`src/rtl/regfile_write_arbiter_pkg.sv`:
```
// Shared definitions for the register-file write-port controller:
// controller state encoding, default geometry and the idle enable pattern.
package regfile_write_arbiter_pkg;

    // Default bank geometry (overridable per instance)
    localparam int NUM_REGS_DEF = 16;
    localparam int ADDR_W_DEF   = 4;
    localparam int DATA_W_DEF   = 32;

    // Widest bank the idle constant covers (ADDR_W up to 8)
    localparam int MAX_REGS = 256;

    // Idle pattern for the active-low per-register enables: nothing selected
    localparam logic [MAX_REGS-1:0] REG_E_N_IDLE = {MAX_REGS{1'b1}};

    // Controller states: clear sweep after reset / clear_req, then normal writes
    typedef enum logic [0:0] {
        ST_SWEEP = 1'b0,
        ST_RUN   = 1'b1
    } state_e;

endpackage

```
`src/rtl/regfile_write_arbiter_rr_arbiter2.sv`:
```
// Two-input round-robin grant. A lone request is always granted; when both
// request, the pointer picks the winner. After an accepted grant the pointer
// moves to the other requester so the loser wins next time.
module rr_arbiter2 (
    input  logic       clk_i,
    input  logic       rst_ni,
    input  logic       en_i,
    input  logic [1:0] req_i,
    output logic [1:0] gnt_o
);

    logic ptr_q;
    logic ptr_d;

    // Grant selection: gated by en_i, ties broken by the pointer
    always_comb begin
        gnt_o = 2'b00;
        if (en_i) begin
            case (req_i)
                2'b01:   gnt_o = 2'b01;
                2'b10:   gnt_o = 2'b10;
                2'b11:   gnt_o = ptr_q ? 2'b10 : 2'b01;
                default: gnt_o = 2'b00;
            endcase
        end else begin
            gnt_o = 2'b00;
        end
    end

    // Pointer advance: a grant always implies an accepted transfer
    always_comb begin
        ptr_d = ptr_q;
        if (gnt_o[0]) begin
            ptr_d = 1'b1;
        end else if (gnt_o[1]) begin
            ptr_d = 1'b0;
        end else begin
            ptr_d = ptr_q;
        end
    end

    // Pointer register; requester 0 is favoured out of reset
    always_ff @(posedge clk_i or negedge rst_ni) begin
        if (!rst_ni) begin
            ptr_q <= 1'b0;
        end else begin
            ptr_q <= ptr_d;
        end
    end

endmodule

```
`src/rtl/regfile_write_arbiter.sv`:
```
// Sole owner of the register-file write port. Out of reset (or on clear_req)
// it walks a clear through every register one per cycle, then arbitrates
// the ALU (wb0) and load (wb1) writeback streams round-robin. All bank
// controls are registered; the ready handshakes are combinational.
module regfile_write_arbiter
    import regfile_write_arbiter_pkg::*;
#(
    parameter int NUM_REGS = NUM_REGS_DEF,
    parameter int ADDR_W   = ADDR_W_DEF,
    parameter int DATA_W   = DATA_W_DEF
) (
    input  logic                clk,
    input  logic                clr,
    input  logic                wb0_valid,
    input  logic [ADDR_W-1:0]   wb0_addr,
    input  logic [DATA_W-1:0]   wb0_data,
    output logic                wb0_ready,
    input  logic                wb1_valid,
    input  logic [ADDR_W-1:0]   wb1_addr,
    input  logic [DATA_W-1:0]   wb1_data,
    output logic                wb1_ready,
    input  logic                clear_req,
    output logic [NUM_REGS-1:0] reg_E_n,
    output logic                reg_clr_n,
    output logic [DATA_W-1:0]   reg_D,
    output logic                init_done
);

    // Sweep index must be able to hold NUM_REGS itself (the "sweep finished" value)
    localparam int               IDX_W     = $clog2(NUM_REGS + 1);
    localparam logic [IDX_W-1:0] SWEEP_END = IDX_W'(NUM_REGS);
    localparam logic [NUM_REGS-1:0] E_N_IDLE = REG_E_N_IDLE[NUM_REGS-1:0];

    state_e               state_q, state_d;
    logic [IDX_W-1:0]     idx_q, idx_d;
    logic [NUM_REGS-1:0]  e_n_q, e_n_d;
    logic                 clr_n_q, clr_n_d;
    logic [DATA_W-1:0]    data_q, data_d;
    logic                 init_done_q, init_done_d;

    logic                 arb_en_s;
    logic [1:0]           gnt_s;

    // One-hot active-low select; out-of-range addresses select nothing
    function automatic logic [NUM_REGS-1:0] dec_n(input logic [31:0] sel);
        logic [NUM_REGS-1:0] v;
        v = E_N_IDLE;
        for (int i = 0; i < NUM_REGS; i++) begin
            if (sel == 32'(i)) begin
                v[i] = 1'b0;
            end else begin
                v[i] = 1'b1;
            end
        end
        return v;
    endfunction

    // A clear request in RUN pre-empts any grant in the same cycle
    assign arb_en_s = (state_q == ST_RUN) && !clear_req;

    rr_arbiter2 u_rr (
        .clk_i  (clk),
        .rst_ni (clr),
        .en_i   (arb_en_s),
        .req_i  ({wb1_valid, wb0_valid}),
        .gnt_o  (gnt_s)
    );

    assign wb0_ready = gnt_s[0];
    assign wb1_ready = gnt_s[1];

    // Next-state and next-output logic for sweep and write arbitration
    always_comb begin
        state_d     = state_q;
        idx_d       = idx_q;
        e_n_d       = E_N_IDLE;
        clr_n_d     = 1'b1;
        data_d      = data_q;
        init_done_d = init_done_q;
        case (state_q)
            ST_SWEEP: begin
                if (idx_q != SWEEP_END) begin
                    e_n_d   = dec_n(32'(idx_q));
                    clr_n_d = 1'b0;
                    data_d  = {DATA_W{1'b0}};
                    idx_d   = idx_q + IDX_W'(1);
                end else begin
                    state_d     = ST_RUN;
                    init_done_d = 1'b1;
                end
            end
            ST_RUN: begin
                if (clear_req) begin
                    state_d     = ST_SWEEP;
                    idx_d       = {IDX_W{1'b0}};
                    init_done_d = 1'b0;
                end else if (gnt_s[0]) begin
                    e_n_d  = dec_n(32'(wb0_addr));
                    data_d = wb0_data;
                end else if (gnt_s[1]) begin
                    e_n_d  = dec_n(32'(wb1_addr));
                    data_d = wb1_data;
                end else begin
                    e_n_d = E_N_IDLE;
                end
            end
            default: begin
                state_d     = ST_SWEEP;
                idx_d       = {IDX_W{1'b0}};
                init_done_d = 1'b0;
            end
        endcase
    end

    // State and registered bank controls; reset forces everything idle at once
    always_ff @(posedge clk or negedge clr) begin
        if (!clr) begin
            state_q     <= ST_SWEEP;
            idx_q       <= {IDX_W{1'b0}};
            e_n_q       <= E_N_IDLE;
            clr_n_q     <= 1'b1;
            data_q      <= {DATA_W{1'b0}};
            init_done_q <= 1'b0;
        end else begin
            state_q     <= state_d;
            idx_q       <= idx_d;
            e_n_q       <= e_n_d;
            clr_n_q     <= clr_n_d;
            data_q      <= data_d;
            init_done_q <= init_done_d;
        end
    end

    assign reg_E_n   = e_n_q;
    assign reg_clr_n = clr_n_q;
    assign reg_D     = data_q;
    assign init_done = init_done_q;

endmodule

```
`config.mk`:
```
export PLATFORM = sky130hd
export DESIGN_NAME = regfile_write_arbiter
export DESIGN_NICKNAME = d
export VERILOG_FILES = /design/src/rtl/regfile_write_arbiter_pkg.sv /design/src/rtl/regfile_write_arbiter_rr_arbiter2.sv /design/src/rtl/regfile_write_arbiter.sv
export SDC_FILE = /design/constraint.sdc
export NUM_CORES = 1
export LEC_CHECK = 0
export CORE_MARGIN = 10
export CORE_UTILIZATION = 43
export DETAILED_ROUTE_END_ITERATION = 6
export PLACE_DENSITY = 0.84
export SLEW_MARGIN = 30
export SYNTH_ARGS = -nofsm -noshare
export SYNTH_HDL_FRONTEND = slang
export SYNTH_HIERARCHICAL = 1
export SYNTH_SLANG_ARGS = --single-unit
```
`constraint.sdc`:
```
create_clock -name clk -period 3.2 [get_ports clk]
set_input_delay 0.64 -clock clk [delete_from_list [all_inputs] [get_ports clk]]
set_output_delay 0.64 -clock clk [all_outputs]
set_load 0.01 [all_outputs]
```
After elaboration in Yosys (flattened, before gate mapping). Cells that the tools add are included.

Memories: 0. Bits in latches: 0. Bits in writable memories: 0. ROM bits: 0. Register bits after elaboration: 57.

$mul: 0. Div/mod/pow operators: 0. Reductions and logical operators: 9. Magnitude comparators: 0. Equality and inequality tests: 54. Shifts and indexed selects: 0. $add $sub $neg: 1. Bitwise operators: 1. Multiplexer cells: 73.

Operator list (count): $mux 32 (4); $eq 4x4->1 const B (16); $mux 16 (4); $pmux 32 s2 (1); $mux 1 (55); $eq 5x4->1 const B (8); $eq 4x3->1 const B (8); $pmux 16 s2 (1); $eq 5x3->1 const B (4); $eq 4x2->1 const B (4); $eq 5x2->1 const B (2); $mux 5 (2); $pmux 5 s2 (1); $eq 4x1->1 const B (2); $logic_not 4->1 (2); $ne 2x2->1 const B (4); $pmux 2 s3 (1); $add 5x1->5 const B (1); $eq 5x1->1 const B (1); $logic_not 5->1 (1); $ne 5x5->1 const B (1); $eq 2x2->1 const B (2); $mux 2 (2); $pmux 1 s2 (2); 8 further kinds (9).

Logic depth before layout (Yosys ltp).
Depth in word-level cells: 7. Mapped depth: 11. Gate-level depth less buffers: 6.

Hierarchy. The synthesis kept the hierarchy.

By module, submodules not included: regfile_write_arbiter (area an instance 3185.6 µm², cells an instance 261, instances 1); rr_arbiter2 (area an instance 68.8 µm², cells an instance 9, instances 1).

Worst setup path before layout. No wires, ideal clock.

Path type: input to register. Start: input port clear_req. End: register data_q[0], in the netlist reg_D[0]. Required time: 3.075 ns. Data arrival time: 2.619 ns. Setup time: 0.125 ns. Stages on the path: 9. Path buffers: 3. Path slack: 0.456 ns. Path through: nor2b_1 > buf_2 > buf_2 > nand2_1 > a21oi_1 > o21bai_1 > a32oi_4 > buf_6 > mux2_4.

Elaborated cells on any way between the ends: 9. Classes of those cells: eq/ne (2); mux (4); reduce/logical (3).

RTL lines: from (decl) (RTL line regfile_write_arbiter.sv:22) `input logic clear_req,`; $logic_not 1->1 (RTL line regfile_write_arbiter.sv:59) `assign arb_en_s = (state_q == ST_RUN) && !clear_req;`; $logic_and 1x1->1 (RTL line regfile_write_arbiter.sv:59); net arb_en_s (RTL line regfile_write_arbiter.sv:41) `logic arb_en_s;`; $mux 2 (RTL line regfile_write_arbiter_rr_arbiter2.sv:18) `if (en_i) begin`; net wb1_ready (RTL line regfile_write_arbiter.sv:21) `output logic wb1_ready,`; $ne 3x1->1 (no source line); $reduce_and 3->1 (no source line); to (signal assigned) (RTL line regfile_write_arbiter.sv:122) `data_q <= {DATA_W{1'b0}};`; to (signal assigned) (RTL line regfile_write_arbiter.sv:129) `data_q <= data_d;`; to (decl) (RTL line regfile_write_arbiter.sv:38) `logic [DATA_W-1:0] data_q, data_d;`.

The timed path passes the listed nets, and every way through them passes these cells. The select of a mux whose other input is x is not followed. A chain may end at the register's enable or synchronous reset.

Final worst setup path.
Start: input port clear_req. End: output port wb1_ready.

Word-level cells in the longest chain between the ends: 3.

Ends and longest elaborated chain (RTL line): $logic_not 1->1 (regfile_write_arbiter.sv:59); $logic_and 1x1->1 (regfile_write_arbiter.sv:59); $mux 2 (regfile_write_arbiter_rr_arbiter2.sv:18); to (decl) (regfile_write_arbiter.sv:21).

No other way between the ends.

==> summary.md <==
| Metric | Value |
|---|---|
| Share of the synthesized area in the top cell type | 30.8% |
| Clock sinks | 57 |
| P&R area growth vs syn | 47.7% |
| Post-synth cell types | 39 |
| Root buf cell | clkbuf_8 |
| Slew headroom | 61.7% |
| GRT overflow | 0 |
| Post-route ant nets | 0 |
| Die Span X | 107 um |
| Die Span Y | 107 um |
| Buf+Inv Stages, Crit Path | 3 |
| Setup TNS Final | 0 ns |
| Clk pin slew, worst setup/hold paths | 0.06 ns |
| Number of global-route vias before repair | 2899 |
| Gate Count Post-Synth | 270 |
| Maximum vdd drop | 0.258 mV |
| Layout cells sized above 1 | 20.0% |
| FMAX | 328 MHz |
| Fin crit share | 95.3% |
| Total GRT Usage | 15.9% |
| Crit path cell chain | clkdlybuf4s50_1 -> nor2b_1 -> buf_4 -> nand2_1 -> a21oi_1 -> clkdlybuf4s50_1 |
| Kind of critical path | input pin to output pin |
| Remaining DRCs | 0 |
| Outcome | completed |
| CTS tree | done |
| Syn Area/Cell | 12.1 um^2 |
| Largest net degree at the start of global routing | 48 |
| Vias | 2661 |
| Nets | 481 |
| WL per Instance | 17.9 um |
| H-tree Lvls | 3 |
| Hpwl dp | 7010 um |
| Routed wl met2 | 4390 um |
| DIE AREA | 0.0114 mm^2 |
| Starting Density | 44.6% |
| Fin. max-slew vios | 0 |
| CP max stage delay | 0.58 ns |
| Clock buffer depth | 2 |
| Ports | 129 |
| Resized cells post-CTS | 0 |
| Routed WL | 9020 um |
| IO Port Bufs | 128 |
| Most common cell after layout, fill and taps aside | clkdlybuf4s50_1 |
| TritonCTS buffer count | 9 |
| P per Cell Area | 586 mW/mm^2 |
| CP endpoint kind | output pin |
| Fill cells | 588 |
| CTS Hold Bufs | 0 |
| Worst Max-Slew Pin Slew | 0.575 ns |
| Critical Path AT | 2.41 ns |
| Worst EP required | 2.56 ns |
| P_leak | 1.97 nW |
| Most frequent cells in the layout | clkdlybuf4s50_1, dfrtp_1, nor2b_1, mux2i_1, mux2_4 |
| Wire length on met1 | 3700 um |
| Fin Hold WS | 0.310 ns |
| Sequential share of the synthesized area | 44.5% |
| Core ar. | 0.00729 mm^2 |
| Endpoints failing setup | 0 |
| Hold Path Class | input pin to async pin |
| Final Hold Viols | 0 |
| Mapped cell area | 0.00325 mm^2 |
| Number of cell rows | 31 |
| RSZ-0062 raised after global routing | no |
| Routability cong. | 0.926 |
| Crit path max-delay family | buffers and inverters |
| Syn Nets | 352 |
| Met3 wire length | 824 um |
| Synthesis-stage register bit count | 57 |
| Startpoint types | input pin |
| CP Max Fanout | 21 |
| Critical path's slowest cell | clkdlybuf4s50_1 |
| # Max-Cap Violations | 0 |
| First-pass DRT Iterations | 5 |
| N_diodes | 0 |
| Cell taking the most area after synthesis | dfrtp_1 |
| DR top layer | met4 |
| Syn. warnings | 6 |
| Vias per cell | 5.29 |
| Crit path time final | 3.05 ns |
| Later-pin clock latency in the skew report | 0.33 ns |
| Synth top area cells | dfrtp_1, mux2_4, dfstp_2, mux2i_1, nor2b_1 |
| First-pass GRT wire length | 14700 um |
| Initial antenna violation count | 0 |
| Final Skew | 0.00686 ns |
| Most used cell, CP | clkdlybuf4s50_1 |
| Post-CTS setup buffers | 0 |
| Drt first-iter violations | 152 |
## flip-flops by register name, indices dropped and copies added, names as in the netlist
signal      flops
idx_q           5
reg_D          32
reg_E_n        16
state_q         1
u_rr/ptr_q      1
reg_clr_n       1
init_done       1
## area by class of cell
type	instances	area, um^2	share of cell area (%)
flip-flops and latches	57	1450	30.1
multi-input cells	190	1690	35.2
inverters	6	22.5	0.469
repair buffers	135	1340	28.0
well taps	99	124	2.58
clock inverters	3	15.0	0.312
clock buffers	13	160	3.33
## cells in the mapped netlist
master      n
nor3_4      1
o2bb2ai_1   1
a21oi_1     2
a31oi_1     2
or3b_2      2
inv_1       6
a32oi_4     1
and3_1      2
mux2i_1    32
or4b_2      1
and3b_1     1
or2_2       2
nor2b_1    37
buf_6       3
buf_4       2
mux2_4     30
nand2_1     5
mux2_2      3
nor3b_1     2
buf_2       6
a32o_1      1
o22ai_1    12
a22oi_1    12
a31o_2      1
nand3b_1    5
nand2b_1    5
nand4bb_1   1
clkbuf_1    6
a32oi_1     4
nand3_1     3
o21ai_0     9
dfstp_2    17
o31ai_1     3
a21oi_2     1
ha_1        5
dfrtp_1    40
a22o_1      1
nor2_1      2
o21bai_1    1
## per-layer routing
layer | GRT usage (%) | vias to the layer above
met3 | 5.51 | 11
met2 | 26.0 | 141
met1 | 18.6 | 1263
met4 | 6.48 | 0
li1 | - | 1246
met5 | 0 | -
## worst paths after layout
path                                        from                     to  slack (ns)  cells past startpoint
max in group asynchronous                    clr   reg_E_n[1]$_DFF_PN1_        2.22                      2
min reg2reg                init_done$_DFFE_PN0P_  init_done$_DFFE_PN0P_        0.50                      1
max reg2reg                    state_q$_DFF_PN0_  reg_D[13]$_DFFE_PN0P_        0.84                      9
max                                    clear_req              wb1_ready        0.15                      6
min                                          clr  reg_D[15]$_DFFE_PN0P_        0.31                      1
min in group clk           init_done$_DFFE_PN0P_  init_done$_DFFE_PN0P_        0.50                      1
## power breakdown
group	leakage [nW]	internal (W)	total [W]	switching, W
logic	1.15	0.000647	0.00118	0.000535
clock network	0.0923	0.000325	0.000590	0.000265
registers	0.721	0.000916	0.00105	0.000131
total	1.97	0.00189	0.00282	0.000931
## cell families (layout without fill, tap and decap cells)
family | after synthesis | count (layout) | share of synthesized area, %
buffers and inverters | 23 | 157 | 3.81
AND/OR/NAND/NOR | 69 | 69 | 13.7
adder cells (fa/ha/maj) | 5 | 5 | 1.92
AO/OA/AOI/OAI | 51 | 51 | 11.4
flip-flops | 57 | 57 | 44.5
multiplexers | 65 | 65 | 24.7
## per-stage QoR
step	instances	utilization, %	cell area, um^2	power, W	worst slack [ns]
after floorplan	270	-	3250	0.00174	0.456
after global placement	487	63.5	4630	0.00221	0.256
after detailed placement	487	63.5	4630	0.00225	0.133
after CTS	503	65.9	4810	0.00285	0.183
after global routing	503	65.9	4810	0.00300	0.0683
final	503	65.9	4810	0.00282	0.151
(Power assumes the default switching activity.)
